### config.mk
export PLATFORM = sky130hd
export DESIGN_NAME = icw_sequencer
export DESIGN_NICKNAME = d
export VERILOG_FILES = /design/src/rtl/pic_pkg.sv /design/src/rtl/strobe_edge.sv /design/src/rtl/icw_sequencer.sv
export SDC_FILE = /design/constraint.sdc
export NUM_CORES = 1
export LEC_CHECK = 0
export ABC_AREA = 1
export BUFFER_PORTS_ARGS = -buffer_cell sky130_fd_sc_hd__buf_2
export CAP_MARGIN = 15
export CORE_ASPECT_RATIO = 2
export CORE_MARGIN = 2
export CORE_UTILIZATION = 45
export CTS_CLUSTER_DIAMETER = 200
export DETAILED_ROUTE_END_ITERATION = 7
export GPL_TIMING_DRIVEN = 0
export PLACE_DENSITY_LB_ADDON = 0.12
export SLEW_MARGIN = 0
export SYNTH_ARGS = -nofsm -noshare
export SYNTH_HDL_FRONTEND = slang
export SYNTH_SLANG_ARGS = --single-unit
### constraint.sdc
create_clock -name clk -period 1.2 [get_ports clk]
set_input_delay 0.12 -clock clk [delete_from_list [all_inputs] [get_ports clk]]
set_output_delay 0.12 -clock clk [all_outputs]
set_load 0.03 [all_outputs]
### src/rtl/pic_pkg.sv
// rtl/pic_pkg.sv - state encodings and ICW/OCW bit positions for the ICW sequencer
package pic_pkg;

  localparam logic [2:0] ST_UNINIT    = 3'd0;
  localparam logic [2:0] ST_WAIT_ICW2 = 3'd1;
  localparam logic [2:0] ST_WAIT_ICW3 = 3'd2;
  localparam logic [2:0] ST_WAIT_ICW4 = 3'd3;
  localparam logic [2:0] ST_READY     = 3'd4;

  localparam int ICW1_IC4  = 0;
  localparam int ICW1_SNGL = 1;
  localparam int ICW1_LTIM = 3;

  localparam int ICW4_UPM  = 0;
  localparam int ICW4_AEOI = 1;
  localparam int ICW4_MS   = 2;
  localparam int ICW4_BUF  = 3;
  localparam int ICW4_SFNM = 4;

  localparam int OCW3_RIS  = 0;
  localparam int OCW3_RR   = 1;
  localparam int OCW3_SMM  = 5;
  localparam int OCW3_ESMM = 6;

  function automatic logic [2:0] after_icw2(input logic single, input logic ic4);
    if (!single)  return ST_WAIT_ICW3;
    else if (ic4) return ST_WAIT_ICW4;
    else          return ST_READY;
  endfunction

  function automatic logic [2:0] after_icw3(input logic ic4);
    return ic4 ? ST_WAIT_ICW4 : ST_READY;
  endfunction

endpackage

### src/rtl/strobe_edge.sv
// rtl/strobe_edge.sv - one-shot accept pulse on the rising edge of a write strobe
module strobe_edge (
  input  logic clk,
  input  logic reset,
  input  logic strobe,
  output logic pulse
);

  logic strobe_q;
  logic armed;

  // armed stays low until the strobe has been seen low once after reset,
  // so a strobe already high at reset release is never taken.
  always_ff @(posedge clk or posedge reset) begin
    if (reset) begin
      strobe_q <= 1'b0;
      armed    <= 1'b0;
    end else begin
      strobe_q <= strobe;
      armed    <= armed | ~strobe;
    end
  end

  assign pulse = strobe & ~strobe_q & armed;

endmodule

### src/rtl/icw_sequencer.sv
// rtl/icw_sequencer.sv - PIC ICW/OCW write sequencer; PIC_CASCADE_EN enables the ICW3/cascade path
module icw_sequencer (
  input  logic       clk,
  input  logic       reset,
  input  logic       ICW_1,
  input  logic       ICW_2,
  input  logic       ICW_4,
  input  logic       OCW_1,
  input  logic       OCW_2,
  input  logic       OCW_3,
  input  logic [7:0] internal_bus,
  output logic [4:0] vector_base,
  output logic       ltim,
  output logic       single,
  output logic       ic4,
  output logic [7:0] cascade_cfg,
  output logic       upm,
  output logic       aeoi,
  output logic       ms,
  output logic       buf_mode,
  output logic       sfnm,
  output logic [7:0] imr,
  output logic       ocw2_valid,
  output logic [7:0] ocw2_data,
  output logic       rd_isr,
  output logic       smm,
  output logic       icw1_pulse,
  output logic       init_done
);
  import pic_pkg::*;

  logic       dw;
  logic       any_s;
  logic       accept;
  logic [2:0] state;

  assign dw    = ICW_2 | ICW_4 | OCW_1;
  assign any_s = dw | ICW_1 | OCW_2 | OCW_3;

  strobe_edge u_strobe_edge (
    .clk    (clk),
    .reset  (reset),
    .strobe (any_s),
    .pulse  (accept)
  );

`ifdef PIC_CASCADE_EN
  logic       single_q;
  logic [7:0] cascade_q;
  assign single      = single_q;
  assign cascade_cfg = cascade_q;
`else
  assign single      = 1'b1;
  assign cascade_cfg = 8'h00;
`endif

  assign init_done = (state == ST_READY);

  always_ff @(posedge clk or posedge reset) begin
    if (reset) begin
      state       <= ST_UNINIT;
      vector_base <= '0;
      ltim        <= 1'b0;
      ic4         <= 1'b0;
      upm         <= 1'b0;
      aeoi        <= 1'b0;
      ms          <= 1'b0;
      buf_mode    <= 1'b0;
      sfnm        <= 1'b0;
      imr         <= '0;
      ocw2_valid  <= 1'b0;
      ocw2_data   <= '0;
      rd_isr      <= 1'b0;
      smm         <= 1'b0;
      icw1_pulse  <= 1'b0;
`ifdef PIC_CASCADE_EN
      single_q    <= 1'b0;
      cascade_q   <= '0;
`endif
    end else begin
      ocw2_valid <= 1'b0;
      icw1_pulse <= 1'b0;
      if (accept) begin
        // ICW1 wins over every other strobe accepted in the same cycle.
        if (ICW_1) begin
          ltim       <= internal_bus[ICW1_LTIM];
          ic4        <= internal_bus[ICW1_IC4];
          imr        <= '0;
          smm        <= 1'b0;
          upm        <= 1'b0;
          aeoi       <= 1'b0;
          ms         <= 1'b0;
          buf_mode   <= 1'b0;
          sfnm       <= 1'b0;
          rd_isr     <= 1'b0;
          icw1_pulse <= 1'b1;
          state      <= ST_WAIT_ICW2;
`ifdef PIC_CASCADE_EN
          single_q   <= internal_bus[ICW1_SNGL];
          cascade_q  <= '0;
`endif
        end else begin
          case (state)
            ST_WAIT_ICW2: if (dw) begin
              vector_base <= internal_bus[7:3];
              state       <= after_icw2(single, ic4);
            end
`ifdef PIC_CASCADE_EN
            ST_WAIT_ICW3: if (dw) begin
              cascade_q <= internal_bus;
              state     <= after_icw3(ic4);
            end
`endif
            ST_WAIT_ICW4: if (dw) begin
              upm      <= internal_bus[ICW4_UPM];
              aeoi     <= internal_bus[ICW4_AEOI];
              ms       <= internal_bus[ICW4_MS];
              buf_mode <= internal_bus[ICW4_BUF];
              sfnm     <= internal_bus[ICW4_SFNM];
              state    <= ST_READY;
            end
            ST_READY: begin
              if (dw) imr <= internal_bus;
              if (OCW_2) begin
                ocw2_data  <= internal_bus;
                ocw2_valid <= 1'b1;
              end
              if (OCW_3) begin
                if (internal_bus[OCW3_RR])   rd_isr <= internal_bus[OCW3_RIS];
                if (internal_bus[OCW3_ESMM]) smm    <= internal_bus[OCW3_SMM];
              end
            end
            default: ;
          endcase
        end
      end
    end
  end

endmodule

==> results_dict.tcl <==
set metrics [dict create \
    grt_util_all_layers_pct 20.7 \
    yosysTopAreaCellShare_pct 53.7 \
    fin_crit_sh_pct 110 \
    async_flop_share_pct 100 \
    crit_path_end "init_done" \
    setup_slack_ns -0.115 \
    synth_cells 213 \
    cts_sinks 37 \
    ios 58 \
    rsz0062_at_grt "yes" \
    worstReg2RegStart "state[1]" \
    placement_rows 31 \
    irDropWorstVdd_v 0.000788 \
    p_per_area_nw_per_um2 1230 \
    routed_wirelength_um 4310 \
    drv_slew 0 \
    place.port_buffers 48 \
    cp.arrival_ns 1.20 \
    postCtsHoldBufs 0 \
    r2r_setup_slack_ns -0.09 \
    drt-initial-drc-count 31 \
    gp_congestion 0.808 \
    clk-insertion-delay-late_ns 0.29 \
    cp_slowest_cell "dfrtp_1" \
    maxCapViolCount 0 \
    hpwlAfterDp_um 2980 \
    yosysMostFrequentCell "nand2_1" \
    drt_pre_antenna_iters 4 \
    slew_headroom_pct 38.7 \
    synth-edff-count 0 \
    hp-class "input pin to async pin" \
    grt_pass1_vias 1472 \
    core_sq_um 3650 \
    tritoncts "done" \
    post-place-ws_ns -0.222 \
    crit_fanout 4 \
    startpoint_type "flop" \
    via_per_inst 4.71 \
    drc 0 \
    period_needed_ns 1.32 \
    worst_clock_skew_ns 0.00314 \
    vias 1619 \
    htree_levels 2 \
    netlist_area_sq_um 1720 \
    p_leak_nw 1.45 \
    clock_path_buffers 2 \
    worstRegToRegCells 7 \
    tightest_slew_ns 0.918 \
    status "complete, but fails checks" \
    max_freq_mhz 760 \
    grt_overflow_total 0 \
    clk_pin_slew_ns 0.07 \
    setup_violations 27 \
    final_hold_viol_count 0 \
    dieHeight_um 91.5 \
    crit_start "state[1]" \
    drive_gt1_share_pct 45.4 \
    yosys.area.top_type "dfrtp_1" \
    nets 310 \
    ys_seq_area_share_pct 53.7 \
    path_class "flop to primary output" \
    grt_start_max_net_pins 24 \
    netlist_top_cells_count "nand2_1 (90), dfrtp_1 (37), inv_1 (17)" \
    required_ns 1.08 \
    ys_types 20 \
    antenna_found_initial 0 \
    grt_first_pass_wirelength_um 6570 \
    synth_seq_cells 37 \
    cts_buffers 5 \
    cp_cell_sequence "nor2_2 > nand2_2 > inv_2 > buf_6" \
    synth_area_leaders "dfrtp_1 (54%), nand2_1 (20%), buf_4 (3.9%)" \
    die-area_sq_um 4370 \
    critPathMaxStageDelay_ns 0.43 \
    cp-end-kind "primary output" \
    violations "negative setup slack" \
    yosys_warnings 0 \
    synth_flop_cell "dfrtp_1" \
    syn_area_per_cell_sq_um 8.09 \
    timing.rr.end "imr[3]" \
    insertedDiodeCount 0 \
    ctsRootBufferMaster "clkbuf_8" \
    post-route-util_pct 68.3 \
    start_util_pct 47.3 \
    wl_per_cell_um 12.5 \
    antenna_left 0 \
    area_growth_pct 44.4 \
    dieWidth_um 47.8 \
    p_total_w 0.00305 \
]
-- registers in the layout (all words and copies together), names as in the netlist --
register / count
ltim: 1
ic4: 1
ocw2_valid: 1
buf_mode: 1
imr: 8
smm: 1
rd_isr: 1
vector_base: 5
state: 3
u_strobe_edge.armed: 1
ocw2_data: 8
ms: 1
u_strobe_edge.strobe_q: 1
upm: 1
aeoi: 1
icw1_pulse: 1
sfnm: 1
-- worst max-delay path: cells and delay by family, from the launching register on --
kind / cells / cell delay [ns]
buffers and inverters: 2 / 0.22
flip-flops: 1 / 0.43
AND/OR/NAND/NOR: 2 / 0.26
-- per-layer routing --
metal | vias up | track usage, % | routed length, um
met5 | - | 0 | 0
met4 | 0 | 12.2 | 163
met3 | 15 | 3.78 | 136
met2 | 47 | 33.8 | 2400
met1 | 758 | 23.2 | 1610
li1 | 799 | - | -
-- worst min-delay path by stage --
stage             end  slack [ns]  cells past startpoint       startpoint
6_report       imr[2]        0.03                      2            reset
5_1_grt           ic4        0.08                      3  internal_bus[0]
4_1_cts          sfnm        0.05                      2            reset
3_5_place_dp      ic4        0.36                      3  internal_bus[0]
3_3_place_gp      ic4        0.35                      3  internal_bus[0]
2_1_floorplan     ic4        0.23                      2  internal_bus[0]
-- layout by cell type, fill, tap and decap left out, types with 4 or more instances in the layout --
| master | n |
|---|---|
| o21ai_1 | 6 |
| nand2_2 | 25 |
| nand2_4 | 4 |
| nor2_4 | 5 |
| buf_4 | 19 |
| buf_2 | 48 |
| inv_1 | 16 |
| inv_2 | 4 |
| clkbuf_8 | 6 |
| dfrtp_1 | 37 |
| nand2_1 | 66 |
| buf_6 | 10 |
| nand3_1 | 4 |
| nand4_1 | 7 |
| conb_1 | 9 |
| nand3_2 | 4 |
| nor2_1 | 12 |
-- what timing repair did --
action | CTS | global route
endpoints found under the hold margin | 0 | 0
pin swaps | 7 | 22
endpoints found under the setup margin | 28 | 34
buffers inserted | 9 | 9
resized for setup | 5 | 42
-- per-stage QoR --
step	hold WS, ns	cells	area, sq um	TNS, ns
after floorplan	0.230	220	1760	-0.00497
after global placement	0.349	317	2060	-11.53
after detailed placement	0.355	318	2090	-2.90
after CTS	0.0478	335	2290	-0.286
after global routing	0.0753	344	2490	-3.28
final	0.0267	344	2490	-1.36
-- where the power goes --
group / total [W] / leakage, nW / switching [W] / internal (W)
sequential: 0.00136 / 0.494 / 0.0000460 / 0.00132
combinational: 0.000583 / 0.897 / 0.000384 / 0.000199
clock: 0.00110 / 0.0585 / 0.000428 / 0.000677
-- final cells by class --
class | instances | area [sq um]
fillers | 364 | 1160
flip-flops and latches | 37 | 926
multi-input cells | 151 | 783
repair buffers | 67 | 439
plain buffers | 12 | 87.6
clock buffers | 7 | 86.3
inverters | 20 | 75.1
well taps | 49 | 61.3
clock inverters | 1 | 30.0
-- cells by family after synthesis --
kind of cell / count (synthesis) / synth area share, %
simple gates: 132 / 33.5
flops: 37 / 53.7
buf+inv: 32 / 9.44
compound gates: 10 / 2.90
other cells: 2 / 0.436
Note: power is estimated with default switching activity, not from simulation.
